File: src/rtl/sonar_ranger_mc.sv
// Multi-channel HC-SR04 ranging controller: round-robin trigger, echo timing, cm conversion,
// and valid/ready result delivery with timeout reporting.
module sonar_ranger_mc #(
  parameter int unsigned N_CH           = 2,
  parameter int unsigned TRIG_CYCLES    = 250,
  parameter int unsigned PERIOD_CYCLES  = 1500000,
  parameter int unsigned TIMEOUT_CYCLES = 750000,
  parameter int unsigned CM_DIV         = 1450,
  parameter int unsigned MAX_CM         = 400,
  parameter int unsigned DIST_W         = 9,
  parameter int unsigned CH_W           = 1
) (
  input  logic              clk,
  input  logic              reset,
  input  logic              enable,
  input  logic [N_CH-1:0]   echo,
  output logic [N_CH-1:0]   trigger,
  output logic [DIST_W-1:0] dist_cm,
  output logic [CH_W-1:0]   dist_ch,
  output logic              dist_timeout,
  output logic              dist_valid,
  input  logic              dist_ready,
  output logic              busy
);

  localparam int unsigned PER_W = (PERIOD_CYCLES > 1) ? $clog2(PERIOD_CYCLES) : 1;
  localparam int unsigned TMO_W = (TIMEOUT_CYCLES > 1) ? $clog2(TIMEOUT_CYCLES) : 1;
  localparam int unsigned TRG_W = (TRIG_CYCLES > 1) ? $clog2(TRIG_CYCLES) : 1;
  localparam int unsigned PRE_W = (CM_DIV > 1) ? $clog2(CM_DIV) : 1;

  localparam logic [PER_W-1:0]  PER_MAX = PER_W'(PERIOD_CYCLES - 1);
  localparam logic [TMO_W-1:0]  TMO_MAX = TMO_W'(TIMEOUT_CYCLES - 1);
  localparam logic [TRG_W-1:0]  TRG_MAX = TRG_W'(TRIG_CYCLES - 1);
  localparam logic [PRE_W-1:0]  PRE_MAX = PRE_W'(CM_DIV - 1);
  localparam logic [DIST_W-1:0] CM_SAT  = DIST_W'(MAX_CM);
  localparam logic [CH_W-1:0]   CH_LAST = CH_W'(N_CH - 1);

  typedef enum logic [2:0] {
    StIdle,
    StTrig,
    StWaitRise,
    StMeasure,
    StReport,
    StGap
  } state_e;

  state_e             state;
  logic [CH_W-1:0]    ch;
  logic [N_CH-1:0]    echo_q1;
  logic [N_CH-1:0]    echo_q2;
  logic [PER_W-1:0]   period_cnt;
  logic [TMO_W-1:0]   tmo_cnt;
  logic [TRG_W-1:0]   trig_cnt;
  logic [PRE_W-1:0]   presc;
  logic [DIST_W-1:0]  cm_cnt;
  logic               tmo_flag;

  logic               echo_s;
  logic [CH_W-1:0]    ch_next;
  logic [N_CH-1:0]    ch_onehot;
  logic [N_CH-1:0]    ch_next_onehot;

  assign echo_s         = echo_q2[ch];
  assign ch_next        = (ch == CH_LAST) ? '0 : ch + 1'b1;
  assign ch_onehot      = N_CH'(1) << ch;
  assign ch_next_onehot = N_CH'(1) << ch_next;

  always_ff @(posedge clk) begin
    if (reset) begin
      state        <= StIdle;
      ch           <= '0;
      echo_q1      <= '0;
      echo_q2      <= '0;
      period_cnt   <= '0;
      tmo_cnt      <= '0;
      trig_cnt     <= '0;
      presc        <= '0;
      cm_cnt       <= '0;
      tmo_flag     <= 1'b0;
      trigger      <= '0;
      dist_cm      <= '0;
      dist_ch      <= '0;
      dist_timeout <= 1'b0;
      dist_valid   <= 1'b0;
      busy         <= 1'b0;
    end else begin
      echo_q1 <= echo;
      echo_q2 <= echo_q1;

      // Saturate so a long IDLE or a stalled GAP cannot wrap the period count.
      if (period_cnt != PER_MAX) period_cnt <= period_cnt + 1'b1;

      if (dist_valid && dist_ready) dist_valid <= 1'b0;

      unique case (state)
        StIdle: begin
          if (enable) begin
            state      <= StTrig;
            trigger    <= ch_onehot;
            trig_cnt   <= '0;
            period_cnt <= '0;
            busy       <= 1'b1;
          end
        end

        StTrig: begin
          if (trig_cnt == TRG_MAX) begin
            state   <= StWaitRise;
            trigger <= '0;
            tmo_cnt <= '0;
          end else begin
            trig_cnt <= trig_cnt + 1'b1;
          end
        end

        StWaitRise: begin
          tmo_cnt <= tmo_cnt + 1'b1;
          // Timeout takes priority over a rise seen in the same cycle.
          if (tmo_cnt == TMO_MAX) begin
            state    <= StReport;
            tmo_flag <= 1'b1;
          end else if (echo_s) begin
            state  <= StMeasure;
            cm_cnt <= '0;
            presc  <= '0;
          end
        end

        StMeasure: begin
          tmo_cnt <= tmo_cnt + 1'b1;
          if (presc == PRE_MAX) begin
            presc <= '0;
            if (cm_cnt != CM_SAT) cm_cnt <= cm_cnt + 1'b1;
          end else begin
            presc <= presc + 1'b1;
          end
          if (tmo_cnt == TMO_MAX) begin
            state    <= StReport;
            tmo_flag <= 1'b1;
          end else if (!echo_s) begin
            state    <= StReport;
            tmo_flag <= 1'b0;
          end
        end

        StReport: begin
          dist_cm      <= tmo_flag ? {DIST_W{1'b1}} : cm_cnt;
          dist_ch      <= ch;
          dist_timeout <= tmo_flag;
          dist_valid   <= 1'b1;
          state        <= StGap;
        end

        StGap: begin
          // An unaccepted result holds off the next trigger rather than being overwritten.
          if ((period_cnt == PER_MAX) && !dist_valid) begin
            ch <= ch_next;
            if (enable) begin
              state      <= StTrig;
              trigger    <= ch_next_onehot;
              trig_cnt   <= '0;
              period_cnt <= '0;
            end else begin
              state <= StIdle;
              busy  <= 1'b0;
            end
          end
        end

        default: begin
          state   <= StIdle;
          trigger <= '0;
          busy    <= 1'b0;
        end
      endcase
    end
  end

endmodule

File: config.mk
export PLATFORM = sky130hd
export DESIGN_NAME = sonar_ranger_mc
export DESIGN_NICKNAME = d
export VERILOG_FILES = /design/src/rtl/sonar_ranger_mc.sv
export SDC_FILE = /design/constraint.sdc
export NUM_CORES = 1
export LEC_CHECK = 0
export BUFFER_PORTS_ARGS = -buffer_cell sky130_fd_sc_hd__buf_2
export CORE_AREA = 8 8 117 87
export CTS_BUF_LIST = sky130_fd_sc_hd__clkbuf_4
export CTS_CLUSTER_DIAMETER = 120
export DETAILED_ROUTE_END_ITERATION = 10
export DIE_AREA = 0 0 125 95
export PLACE_DENSITY = 0.83
export RECOVER_POWER = 25
export SLEW_MARGIN = 25
export SYNTH_ARGS = -nofsm -noshare
export SYNTH_HDL_FRONTEND = slang
export SYNTH_SLANG_ARGS = --single-unit
File: constraint.sdc
create_clock -name clk -period 2.14 [get_ports clk]
set_input_delay 0.428 -clock clk [delete_from_list [all_inputs] [get_ports clk]]
set_output_delay 0.428 -clock clk [all_outputs]
set_load 0.005 [all_outputs]
; Yosys cells after proc, flatten, opt, wreduce, memory -nomap -nowiden
; Index checks and enable logic that the tools add are counted.
[word_totals]
regBits = 93
inputBits = 6
elab_cells = 118
[op_classes]
add_sub_neg = 6
order_cmp = 1
n_eq_ne = 24
shift = 2
muxes = 47
bitwise_logic = 2
reduce_logical = 20
[op_table]
columns = op, n
row1 = two-way mux 21 bit, 3
row2 = two-way mux 9 bit, 5
row3 = case mux 21 bit (2 select lines), 1
row4 = case mux 20 bit (2 select lines), 1
row5 = two-way mux 11 bit, 3
row6 = two-way mux 8 bit, 3
row7 = case mux 8 bit (3 select lines), 1
row8 = inequality test 2 bit (second input constant), 11
row9 = case mux 11 bit (2 select lines), 1
row10 = adder 21 x 1 -> 21 bit (second input constant), 1
row11 = == test 21 bit (second input constant), 1
row12 = two-way mux 3 bit, 7
row13 = inequality test 21 bit (second input constant), 1
row14 = adder 20 x 1 -> 20 bit (second input constant), 1
row15 = == test 20 bit (second input constant), 1
row16 = two-way mux 20 bit, 1
row17 = case mux 3 bit (6 select lines), 1
row18 = case mux 9 bit (2 select lines), 1
row19 = AND reduction 5 bit, 3
row20 = two-way mux 1 bit, 12
row21 = adder 11 x 1 -> 11 bit (second input constant), 1
row22 = == test 11 bit (second input constant), 1
row23 = adder 9 x 1 -> 9 bit (second input constant), 1
row24 = inequality test 9 bit (second input constant), 1
row25 = 25 further kinds, 39

; Logic depth before layout (Yosys ltp)
; Gate-level depths: netlist of the first run.
[depth]
ltp_word = 6
ltp_mapped = 8
ltp_nobuf = 7

; Worst setup path after synthesis of the first run
; No wires, ideal clock.
[synth_path]
path_kind = register -> register
from = register period_cnt[10]
to = register trig_cnt[3]
t_arrival_ns = 2.042
required_ns = 2.070
path_slack_ns = 0.028
stages_incl_launch_ff = 7
path_buffers = 1
path_cell_list = dfxtp_1 -> or4b_4 -> nor4_4 -> a31oi_2 -> buf_6 -> or3_1 -> a21oi_1
[synth_between]
elab_chain_cells = 4
[synth_rtl]
columns = element, line
row1 = start: declaration, 51  ; logic [PER_W-1:0] period_cnt;
row2 = start signal: assignment, 91  ; if (period_cnt != PER_MAX) period_cnt <= period_cnt + 1'b1;
row3 = == test 21 bit, 156  ; if ((period_cnt == PER_MAX) && !dist_valid) begin
row4 = logical AND 1 bit, 156
row5 = inequality test 2 bit (no line), --
row6 = AND reduction 3 bit (no line), --
row7 = end signal: assignment, 112  ; trig_cnt <= trig_cnt + 1'b1;
row8 = end: declaration, 53  ; logic [TRG_W-1:0] trig_cnt;
; No other way between the ends.
; A chain may end at the register's enable or synchronous reset.

; Final worst setup path of the first run
[layout_path]
from = register period_cnt[10]
to = register trig_cnt[4]
; The elaborated chain is that of the path after synthesis.

==> flow_metrics.env, run 1 <==
export IMPL_outcome="complete, but fails checks"
export IMPL_violations="negative setup slack"
export IMPL_synth_edff_count=0
export IMPL_switching_share_pct=27.46
export IMPL_hold_viol_final=0
export IMPL_drive_gt1_share_pct=18.05
export IMPL_grt_use_total_pct=18.66
export IMPL_crit_arrival_ns=2.56
export IMPL_async_flop_share_pct=0
export IMPL_rsz0062_at_grt="yes"
export IMPL_antenna_found_initial=0
export IMPL_grt_pass1_wl_um=18400
export IMPL_ys_flop_type="dfxtp_1"
export IMPL_r2r_start="period_cnt[10]"
export IMPL_synthTopCellsByArea="dfxtp_1 (40%), nor2_1 (6.8%), xnor2_1 (4.9%), a21oi_1 (3.8%), nand3_1 (2.6%)"
export IMPL_maxSlewViolCount=0
export IMPL_cpPeakStageDelay_ns=0.56
export IMPL_start_util_pct=55.71
export IMPL_clockPowerShare_pct=28.0
export IMPL_worstPathRequired_ns=2.52
export IMPL_ff_latch_area_um2=1874
export IMPL_finalPower_mw=2.982
export IMPL_finalNetCount=613
export IMPL_avgSynthCellArea_um2=8.329
export IMPL_ys_types=60
export IMPL_post_route_drc_count=0
export IMPL_antenna_left=0
export IMPL_synth_warnings=0
export IMPL_n_antenna_cell=0
export IMPL_r2r_setup_slack_ns=-0.04
export IMPL_crit_path_start_kind="register"
export IMPL_post_route_period_util_pct=101.8
export IMPL_fin_area_um2=5298
export IMPL_r2r_end="trig_cnt[4]"
export IMPL_cp_end_kind="register"
export IMPL_crit_path_top_delay_cell="or4_4"
export IMPL_hpwl_um=7771
export IMPL_multi_input_area_um2=2716
export IMPL_placed_area_um2=5010
export IMPL_ys_seq_area_share_pct=40.42
export IMPL_cts_max_path_buffers=2
export IMPL_yosysTopAreaCell="dfxtp_1"
export IMPL_vias=4289
export IMPL_grt_use_met3_pct=5.008
export IMPL_worstPathMaxFanout=5
export IMPL_power_switching_mw=0.8189
export IMPL_intPower_mw=2.163
export IMPL_gp_congestion=0.8276
export IMPL_ios=21
export IMPL_use_met2_pct=31.37
export IMPL_worst_slew_pin_slew_ns=1.170
export IMPL_min_path_cells=2
export IMPL_cts_tree="built"
export IMPL_design_die_area_um2=11880
export IMPL_overflow=0
export IMPL_setup_slack_ns=-0.03859
export IMPL_path_buf_inv=1
export IMPL_r2r_cells=6
export IMPL_cpLargestDelayFamily="simple AND/OR/NAND/NOR gates"
export IMPL_h_tree_depth=3
export IMPL_max_freq_mhz=459.0
export IMPL_synth_fp_nets=567
export IMPL_grt_pass1_vias=4106
export IMPL_synth_cells=553
export IMPL_max_vdd_ir_drop_mv=0.4434
export IMPL_first_iter_violations=435
export IMPL_die_y_um=95
export IMPL_insertion_delay_ns=0.46
export IMPL_power_density_nw_per_um2=562.9
export IMPL_hold_end="echo_q1[0]"
export IMPL_path_clk_slew_ns=0.14
export IMPL_die_x_um=125
export IMPL_skew_ns=0.02041
export IMPL_fillers=683
export IMPL_cp_cell_sequence="or4b_4 -> nor4_4 -> buf_4 -> a31oi_4 -> or4_4 -> a21oi_2"
export IMPL_synth_seq_cells=93
export IMPL_min_path_type="in -> reg"
export IMPL_fin_crit_ns=2.179
export IMPL_drt_pass1_iter_count=5
export IMPL_yosys_cell_count_top_type="dfxtp_1"
export IMPL_synthTopCellsByCount="dfxtp_1 (93), nor2_1 (83), a21oi_1 (35), nand2_1 (29), xnor2_1 (26)"
export IMPL_comb_power_share_pct=11.5
export IMPL_drv_cap=0
export IMPL_wl_per_cell_um=15.85
export IMPL_top_usage_layer="met2"
export IMPL_grt_max_degree=28
export IMPL_cts_root_buf="clkbuf_4"
export IMPL_clock_sinks=93
export IMPL_core_area_um2=8268
export IMPL_p_seq_share_pct=60.4
export IMPL_hp_start="echo[0]"
export IMPL_p_leak_nw=1.717
export IMPL_synth_top_area_share_pct=40.42
export IMPL_cts_buffers=9
export IMPL_setup_viol=1
export IMPL_syn2layout_area_growth_pct=15.02
export IMPL_wl_um=11240
export IMPL_grt_use_met1_pct=22.17
export IMPL_crit_type="reg -> reg"
export IMPL_row_count=28
export IMPL_max_slew_margin_rel_pct=21.99
export IMPL_fin_util_pct=64.07
export IMPL_port_buffer_count=20
export IMPL_synth_area_um2=4606
export IMPL_viasPerCell=6.049
[power groups by stage]
stage,clock (mW),sequential (mW),combinational (mW)
CTS,0.851,1.80,0.328
detailed placement,0,1.83,0.309
finish,0.835,1.80,0.344
global placement,0,1.83,0.299
floorplan,0,1.83,0.204
global route,0.919,1.81,0.376
[metal layers]
metal | routed length [um] | part of all wire [%] | vias up
li1 | - | - | 2094
met1 | 4949 | 44 | 2032
met2 | 5427 | 48 | 141
met3 | 694 | 6.2 | 22
met4 | 167 | 1.5 | 0
met5 | 0 | 0 | -
[worst reg2reg max path: stages, from the launching register on]
cell and delay [ns]:
dfxtp_2 0.35, or4b_4 0.54, nor4_4 0.21, buf_4 0.18
a31oi_4 0.11, or4_4 0.56, a21oi_2 0.15
[cells in the final DEF (no fill, tap or decap), types with 17 or more instances in the layout]
| cell type | count |
|---|---|
| nand2_1 | 29 |
| a21oi_1 | 32 |
| dfxtp_1 | 85 |
| xnor2_1 | 26 |
| nand3_1 | 23 |
| buf_4 | 36 |
| nand4_1 | 18 |
| nor2_1 | 83 |
| o21ai_0 | 17 |
[worst max-delay path by stage]
stage	start	to	slack, ns	cells after the start
finish	period_cnt[10]	trig_cnt[4]	-0.04	6
global route	period_cnt[10]	trig_cnt[4]	-0.10	6
CTS	tmo_cnt[0]	cm_cnt[0]	0.02	7
detailed placement	trig_cnt[1]	trig_cnt[4]	-0.07	7
global placement	trig_cnt[1]	trig_cnt[4]	0.05	7
floorplan	period_cnt[10]	trig_cnt[3]	0.03	6
[area by class of cell]
class | count | area share (%)
timing repair buffer | 62 | 7.652
inverter | 16 | 1.134
sequential | 93 | 35.38
multi-input combinational | 417 | 51.28
clock buffer | 11 | 1.559
tap | 105 | 2.480
clock inverter | 5 | 0.5196
[through the flow]
stage | worst slack [ns] | setup TNS, ns | hold slack [ns] | instances
6_report | -0.03859 | -0.03859 | 0.1896 | 709
3_5_place_dp | -0.07285 | -0.1634 | 0.4398 | 688
5_1_grt | -0.1016 | -0.3198 | 0.1781 | 709
2_1_floorplan | 0.02850 | 0 | 0.4138 | 553
4_1_cts | 0.01868 | 0 | 0.1711 | 707
3_3_place_gp | 0.04765 | 0 | 0.4213 | 688
[registers in the layout (all words and copies together) (netlist names)]
| register | flops |
|---|---|
| busy | 1 |
| ch | 1 |
| cm_cnt | 9 |
| dist_ch | 1 |
| dist_cm | 9 |
| dist_timeout | 1 |
| dist_valid | 1 |
| echo_q1 | 2 |
| echo_q2 | 2 |
| period_cnt | 21 |
| presc | 11 |
| state | 3 |
| tmo_cnt | 20 |
| tmo_flag | 1 |
| trig_cnt | 8 |
| trigger | 2 |
[what timing repair did]
action                     in CTS  in global routing
gates cloned                    1                  0
buffers inserted                2                  2
pin swaps                       5                  3
hold buffers                    0                  0
resized for setup              10                 31
setup endpoints to repair       5                 32
[cell families after synthesis]
family,count (synthesis),synth area share (%)
mux,6,1.331
flops,93,40.42
buf+inv,44,4.020
compound gates,100,13.69
simple gates,263,30.94
fa+ha+maj,8,2.173
xor+xnor,39,7.417
No activity file was read; power rests on OpenSTA's default activity.
==> run 2, diff against run 1 <==
--- a/config.mk
+++ b/config.mk
@@ -6,12 +6,14 @@
 export NUM_CORES = 1
 export LEC_CHECK = 0
 export BUFFER_PORTS_ARGS = -buffer_cell sky130_fd_sc_hd__buf_2
-export CORE_AREA = 8 8 117 87
+export CELL_PAD_IN_SITES_DETAIL_PLACEMENT = 2
+export CELL_PAD_IN_SITES_GLOBAL_PLACEMENT = 2
+export CORE_AREA = 8 8 147 107
 export CTS_BUF_LIST = sky130_fd_sc_hd__clkbuf_4
 export CTS_CLUSTER_DIAMETER = 120
 export DETAILED_ROUTE_END_ITERATION = 10
-export DIE_AREA = 0 0 125 95
-export PLACE_DENSITY = 0.83
+export DIE_AREA = 0 0 155 115
+export PLACE_DENSITY = 0.84
 export RECOVER_POWER = 25
 export SLEW_MARGIN = 25
 export SYNTH_ARGS = -nofsm -noshare
==> flow_metrics.env, run 2 (same netlist as run 1, synthesis figures left out) <==
export IMPL_grt_pass1_wl_um=25030
export IMPL_vias=4437
export IMPL_cts_max_path_buffers=2
export IMPL_hold_viol_final=0
export IMPL_cts_tree="built"
export IMPL_insertion_delay_ns=0.51
export IMPL_maxSlewViolCount=0
export IMPL_die_y_um=115
export IMPL_p_leak_nw=1.828
export IMPL_crit_arrival_ns=2.57
export IMPL_fin_crit_ns=2.136
export IMPL_p_seq_share_pct=54.0
export IMPL_hold_worst_slack_ns=0.1260
export IMPL_r2r_end="cm_cnt[3]"
export IMPL_start_util_pct=33.97
export IMPL_clock_sinks=93
export IMPL_min_path_cells=2
export IMPL_r2r_start="presc[1]"
export IMPL_design_die_area_um2=17830
export IMPL_r2r_cells=8
export IMPL_min_path_type="in -> reg"
export IMPL_grt_max_degree=28
export IMPL_row_count=36
export IMPL_antenna_found_initial=1
export IMPL_crit_type="reg -> reg"
export IMPL_ios=21
export IMPL_syn2layout_area_growth_pct=20.95
export IMPL_intPower_mw=2.396
export IMPL_clockPowerShare_pct=34.7
export IMPL_rsz0062_at_grt="yes"
export IMPL_largestRegisters="period_cnt: 21 flops, tmo_cnt: 20 flops, presc: 11 flops"
export IMPL_wl_um=15580
export IMPL_outcome="complete, no violations"
export IMPL_cp_end_kind="register"
export IMPL_wl_per_cell_um=19.17
export IMPL_skew_ns=0.03299
export IMPL_max_freq_mhz=468.2
export IMPL_comb_power_share_pct=11.3
export IMPL_power_density_nw_per_um2=599.5
export IMPL_layout_cells_non_filler=813
export IMPL_place_inst=789
export IMPL_mostFrequentLayoutCells="nor2_1 (83), dfxtp_1 (83), buf_4 (58), a21oi_1 (32), nand2_1 (29)"
export IMPL_hold_end="echo_q1[0]"
export IMPL_drt_pass1_iter_count=4
export IMPL_switching_share_pct=28.27
export IMPL_worst_slew_pin_slew_ns=0.4561
export IMPL_drive_gt1_share_pct=20.90
export IMPL_finalNetCount=631
export IMPL_die_x_um=155
export IMPL_worstPathMaxFanout=10
export IMPL_antenna_left=0
export IMPL_overflow=0
export IMPL_r2r_setup_slack_ns=0.004
export IMPL_drv_cap=0
export IMPL_gp_congestion=0.7792
export IMPL_finalPower_mw=3.339
export IMPL_core_area_um2=13560
export IMPL_post_route_drc_count=0
export IMPL_top_register="period_cnt"
export IMPL_h_tree_depth=3
export IMPL_grt_pass1_vias=4842
export IMPL_crit_path_start_kind="register"
export IMPL_path_clk_slew_ns=0.16
export IMPL_hp_start="echo[0]"
export IMPL_power_switching_mw=0.9439
export IMPL_crit_start="presc[1]"
export IMPL_grt_use_total_pct=17.49
export IMPL_max_vdd_ir_drop_mv=0.2926
export IMPL_cts_buffers=9
export IMPL_largest_reg_flops=21
export IMPL_post_route_period_util_pct=99.80
export IMPL_viasPerCell=5.458
export IMPL_worstPathRequired_ns=2.58
export IMPL_port_buffer_count=20
export IMPL_setup_viol=0
export IMPL_cts_root_buf="clkbuf_4"
export IMPL_max_slew_margin_rel_pct=69.32
export IMPL_first_iter_violations=168
export IMPL_hpwl_um=11180
[run 2: worst max-delay path by stage]
| stage | depth (start not counted) | endpoint | slack [ns] |
|---|---|---|---|
| CTS | 7 | trig_cnt[2] | 0.002 |
| floorplan | 6 | trig_cnt[3] | 0.03 |
| detailed placement | 8 | presc[1] | -0.10 |
| global placement | 8 | trig_cnt[7] | 0.01 |
| global route | 8 | cm_cnt[3] | -0.10 |
| finish | 8 | cm_cnt[3] | 0.004 |
[run 2: worst max-delay path, stage by stage (launching register included)]
cell	delay, ns
dfxtp_2	0.36
inv_1	0.05
ha_1	0.16
nor4bb_4	0.31
a31o_2	0.26
o31ai_2	0.10
buf_4	0.18
or4_1	0.50
a21oi_2	0.14
[run 2: per-layer routing]
layer	routed length (um)	global-route usage (%)	share of wire, %	vias to the layer above
li1	-	-	-	2125
met1	7128	20.63	46	2221
met2	7539	30.59	48	60
met3	493	4.769	3.2	31
met4	423	5.335	2.7	0
met5	0	0	0	-
[run 2: metrics by stage]
step                util (%)  TNS [ns]  setup slack, ns  instance area [um^2]
detailed placement     38.62   -0.4443          -0.1017                  5236
global placement       38.62         0         0.009703                  5236
floorplan                  -         0          0.02850                  4606
finish                 41.09         0         0.004190                  5570
global route           41.09   -0.4869          -0.1043                  5570
CTS                    40.21         0         0.001865                  5451
[run 2: what timing repair did]
item | in CTS | in global routing
gates cloned | 0 | 0
pin swaps | 2 | 10
gates resized for setup | 13 | 26
hold buffers | 0 | 0
setup buffers | 1 | 6
setup endpoints to repair | 21 | 49
[run 2: power by group through the flow]
| stage | sequential (mW) | combinational (mW) | clock (mW) |
|---|---|---|---|
| floorplan | 1.83 | 0.204 | 0 |
| global placement | 1.83 | 0.327 | 0 |
| detailed placement | 1.84 | 0.349 | 0 |
| CTS | 1.80 | 0.365 | 1.18 |
| global route | 1.81 | 0.412 | 1.25 |
| finish | 1.80 | 0.377 | 1.16 |
[run 2: cell type report]
class	instances	area [um^2]
clock buffers	9	67.56
repair buffers	81	554.3
flip-flops and latches	93	1877
diodes	1	2.502
fillers	1528	7988
inverters	16	60.06
well taps	190	237.7
multi-input cells	416	2675
clock inverters	7	96.34
==> run 3, diff against run 2 <==
--- a/config.mk
+++ b/config.mk
@@ -8,12 +8,12 @@
 export BUFFER_PORTS_ARGS = -buffer_cell sky130_fd_sc_hd__buf_2
 export CELL_PAD_IN_SITES_DETAIL_PLACEMENT = 2
 export CELL_PAD_IN_SITES_GLOBAL_PLACEMENT = 2
-export CORE_AREA = 8 8 147 107
+export CORE_AREA = 8 8 135 99
 export CTS_BUF_LIST = sky130_fd_sc_hd__clkbuf_4
 export CTS_CLUSTER_DIAMETER = 120
 export DETAILED_ROUTE_END_ITERATION = 10
-export DIE_AREA = 0 0 155 115
-export PLACE_DENSITY = 0.84
+export DIE_AREA = 0 0 143 107
+export PLACE_DENSITY = 0.93
 export RECOVER_POWER = 25
 export SLEW_MARGIN = 25
 export SYNTH_ARGS = -nofsm -noshare
==> constraint.sdc (replaced) <==
create_clock -name clk -period 2.57 [get_ports clk]
set_input_delay 0.514 -clock clk [delete_from_list [all_inputs] [get_ports clk]]
set_output_delay 0.514 -clock clk [all_outputs]
set_load 0.005 [all_outputs]
==> flow_metrics.env, run 3 (same netlist as run 1, synthesis figures left out) <==
export IMPL_largestRegisters="period_cnt: 21 flops, tmo_cnt: 20 flops, presc: 11 flops"
export IMPL_finalNetCount=585
export IMPL_worstPathMaxFanout=5
export IMPL_worstPathRequired_ns=2.90
export IMPL_skew_ns=0.01505
export IMPL_layout_commonest_cell="dfxtp_1"
export IMPL_path_clk_slew_ns=0.16
export IMPL_overflow=0
export IMPL_syn2layout_area_growth_pct=10.02
export IMPL_post_place_ws_ns=0.1294
export IMPL_drv_cap=0
export IMPL_hpwl_um=10980
export IMPL_fin_util_pct=44.63
export IMPL_grt_max_degree=28
export IMPL_power_switching_mw=0.7509
export IMPL_p_leak_nw=1.565
export IMPL_hold_viol_final=0
export IMPL_grt_use_total_pct=20.15
export IMPL_drt_pass1_iter_count=4
export IMPL_gp_congestion=0.8005
export IMPL_antenna_found_initial=0
export IMPL_max_vdd_ir_drop_mv=0.2308
export IMPL_drive_gt1_share_pct=9.375
export IMPL_max_slew_margin_rel_pct=21.82
export IMPL_grt_pass1_wl_um=24700
export IMPL_cts_buffers=9
export IMPL_top_register="period_cnt"
export IMPL_crit_type="reg -> reg"
export IMPL_comb_power_share_pct=8.6
export IMPL_cts_root_buf="clkbuf_4"
export IMPL_place_inst=717
export IMPL_hold_buffers=0
export IMPL_intPower_mw=2.046
export IMPL_layout_cells_non_filler=733
export IMPL_setup_slack_ns=0.1462
export IMPL_core_area_um2=11350
export IMPL_outcome="complete, no violations"
export IMPL_crit_arrival_ns=2.75
export IMPL_min_path_type="in -> reg"
export IMPL_n_antenna_cell=0
export IMPL_setup_viol=0
export IMPL_h_tree_depth=3
export IMPL_finalPower_mw=2.797
export IMPL_start_util_pct=40.56
export IMPL_fillers=1289
export IMPL_post_route_drc_count=0
export IMPL_antenna_left=0
export IMPL_viasPerCell=5.851
export IMPL_switching_share_pct=26.85
export IMPL_max_freq_mhz=412.6
export IMPL_wl_per_cell_um=20.43
export IMPL_insertion_delay_ns=0.47
export IMPL_grt_pass1_vias=4737
export IMPL_ios=21
export IMPL_rsz0062_at_grt="no"
export IMPL_worst_slew_pin_slew_ns=1.173
export IMPL_cp_end_kind="register"
export IMPL_cts_max_path_buffers=2
export IMPL_mostFrequentLayoutCells="dfxtp_1 (92), nor2_1 (83), a21oi_1 (35), nand2_1 (29), xnor2_1 (26)"
export IMPL_p_seq_share_pct=54.1
export IMPL_fin_setup_tns_ns=0
export IMPL_row_count=33
export IMPL_die_y_um=107
export IMPL_design_die_area_um2=15300
export IMPL_crit_path_start_kind="register"
export IMPL_clockPowerShare_pct=37.3
export IMPL_power_density_nw_per_um2=551.9
export IMPL_port_buffer_count=20
export IMPL_largest_reg_flops=21
export IMPL_fin_crit_ns=2.424
export IMPL_clock_sinks=93
export IMPL_wl_um=14980
export IMPL_vias=4289
export IMPL_maxSlewViolCount=0
export IMPL_first_iter_violations=187
export IMPL_cts_tree="built"
export IMPL_die_x_um=143
export IMPL_post_route_period_util_pct=94.31
run 3: cell count changes in the layout (fill, tap and decap cells not counted), sizes merged:
cell and delta:
buf -48, clkinvlp +1, diode -1, clkbuf +2, bufinv +1, clkinv -2
run 3: critical path, cell delays in order (launching register included):
cell,delay [ns]
dfxtp_1,0.44
ha_1,0.27
nand4_1,0.24
or4_2,0.72
nor4_1,0.38
xnor2_1,0.17
nor2_1,0.05
run 3: per-layer routing:
layer	GRT usage, %	part of all wire, %
met5	0	0
met2	36.59	51
met1	22.79	44
met4	7.634	2.0
met3	4.172	3.3
run 3: power groups by stage:
| stage | clock network [mW] | registers (mW) | logic [mW] |
|---|---|---|---|
| floorplan | 0 | 1.52 | 0.170 |
| global placement | 0 | 1.53 | 0.213 |
| detailed placement | 0 | 1.54 | 0.238 |
| CTS | 1.07 | 1.51 | 0.242 |
| global route | 1.12 | 1.52 | 0.267 |
| finish | 1.04 | 1.51 | 0.241 |
run 3: what timing repair did:
item	CTS	global route
resized for setup	0	5
setup endpoints to repair	0	4
buffers inserted	0	0
run 3: layout make-up:
class	instances	area [um^2]	share of cell area [%]
clock buffers	9	67.56	1.333
clock inverters	7	120.1	2.370
repair buffers	35	186.4	3.679
multi-input cells	416	2574	50.79
inverters	16	60.06	1.185
flip-flops and latches	93	1863	36.77
well taps	157	196.4	3.877
run 3: path summary, 6_finish.rpt:
| kind | from | endpoint | slack (ns) | depth (start not counted) |
|---|---|---|---|---|
| min | echo[1] | echo_q1[1] | 0.25 | 2 |
| min reg2reg | echo_q1[0] | echo_q2[0] | 0.47 | 1 |
| max reg2reg | period_cnt[0] | ch | 0.15 | 6 |
| max | period_cnt[0] | ch | 0.15 | 6 |
run 3: metrics by stage:
stage          area, um^2  hold WS (ns)
4_1_cts              5077        0.2345
3_5_place_dp         4890        0.4427
5_1_grt              5067        0.2344
3_3_place_gp         4890        0.4323
6_report             5067        0.2540
2_1_floorplan        4606        0.4138
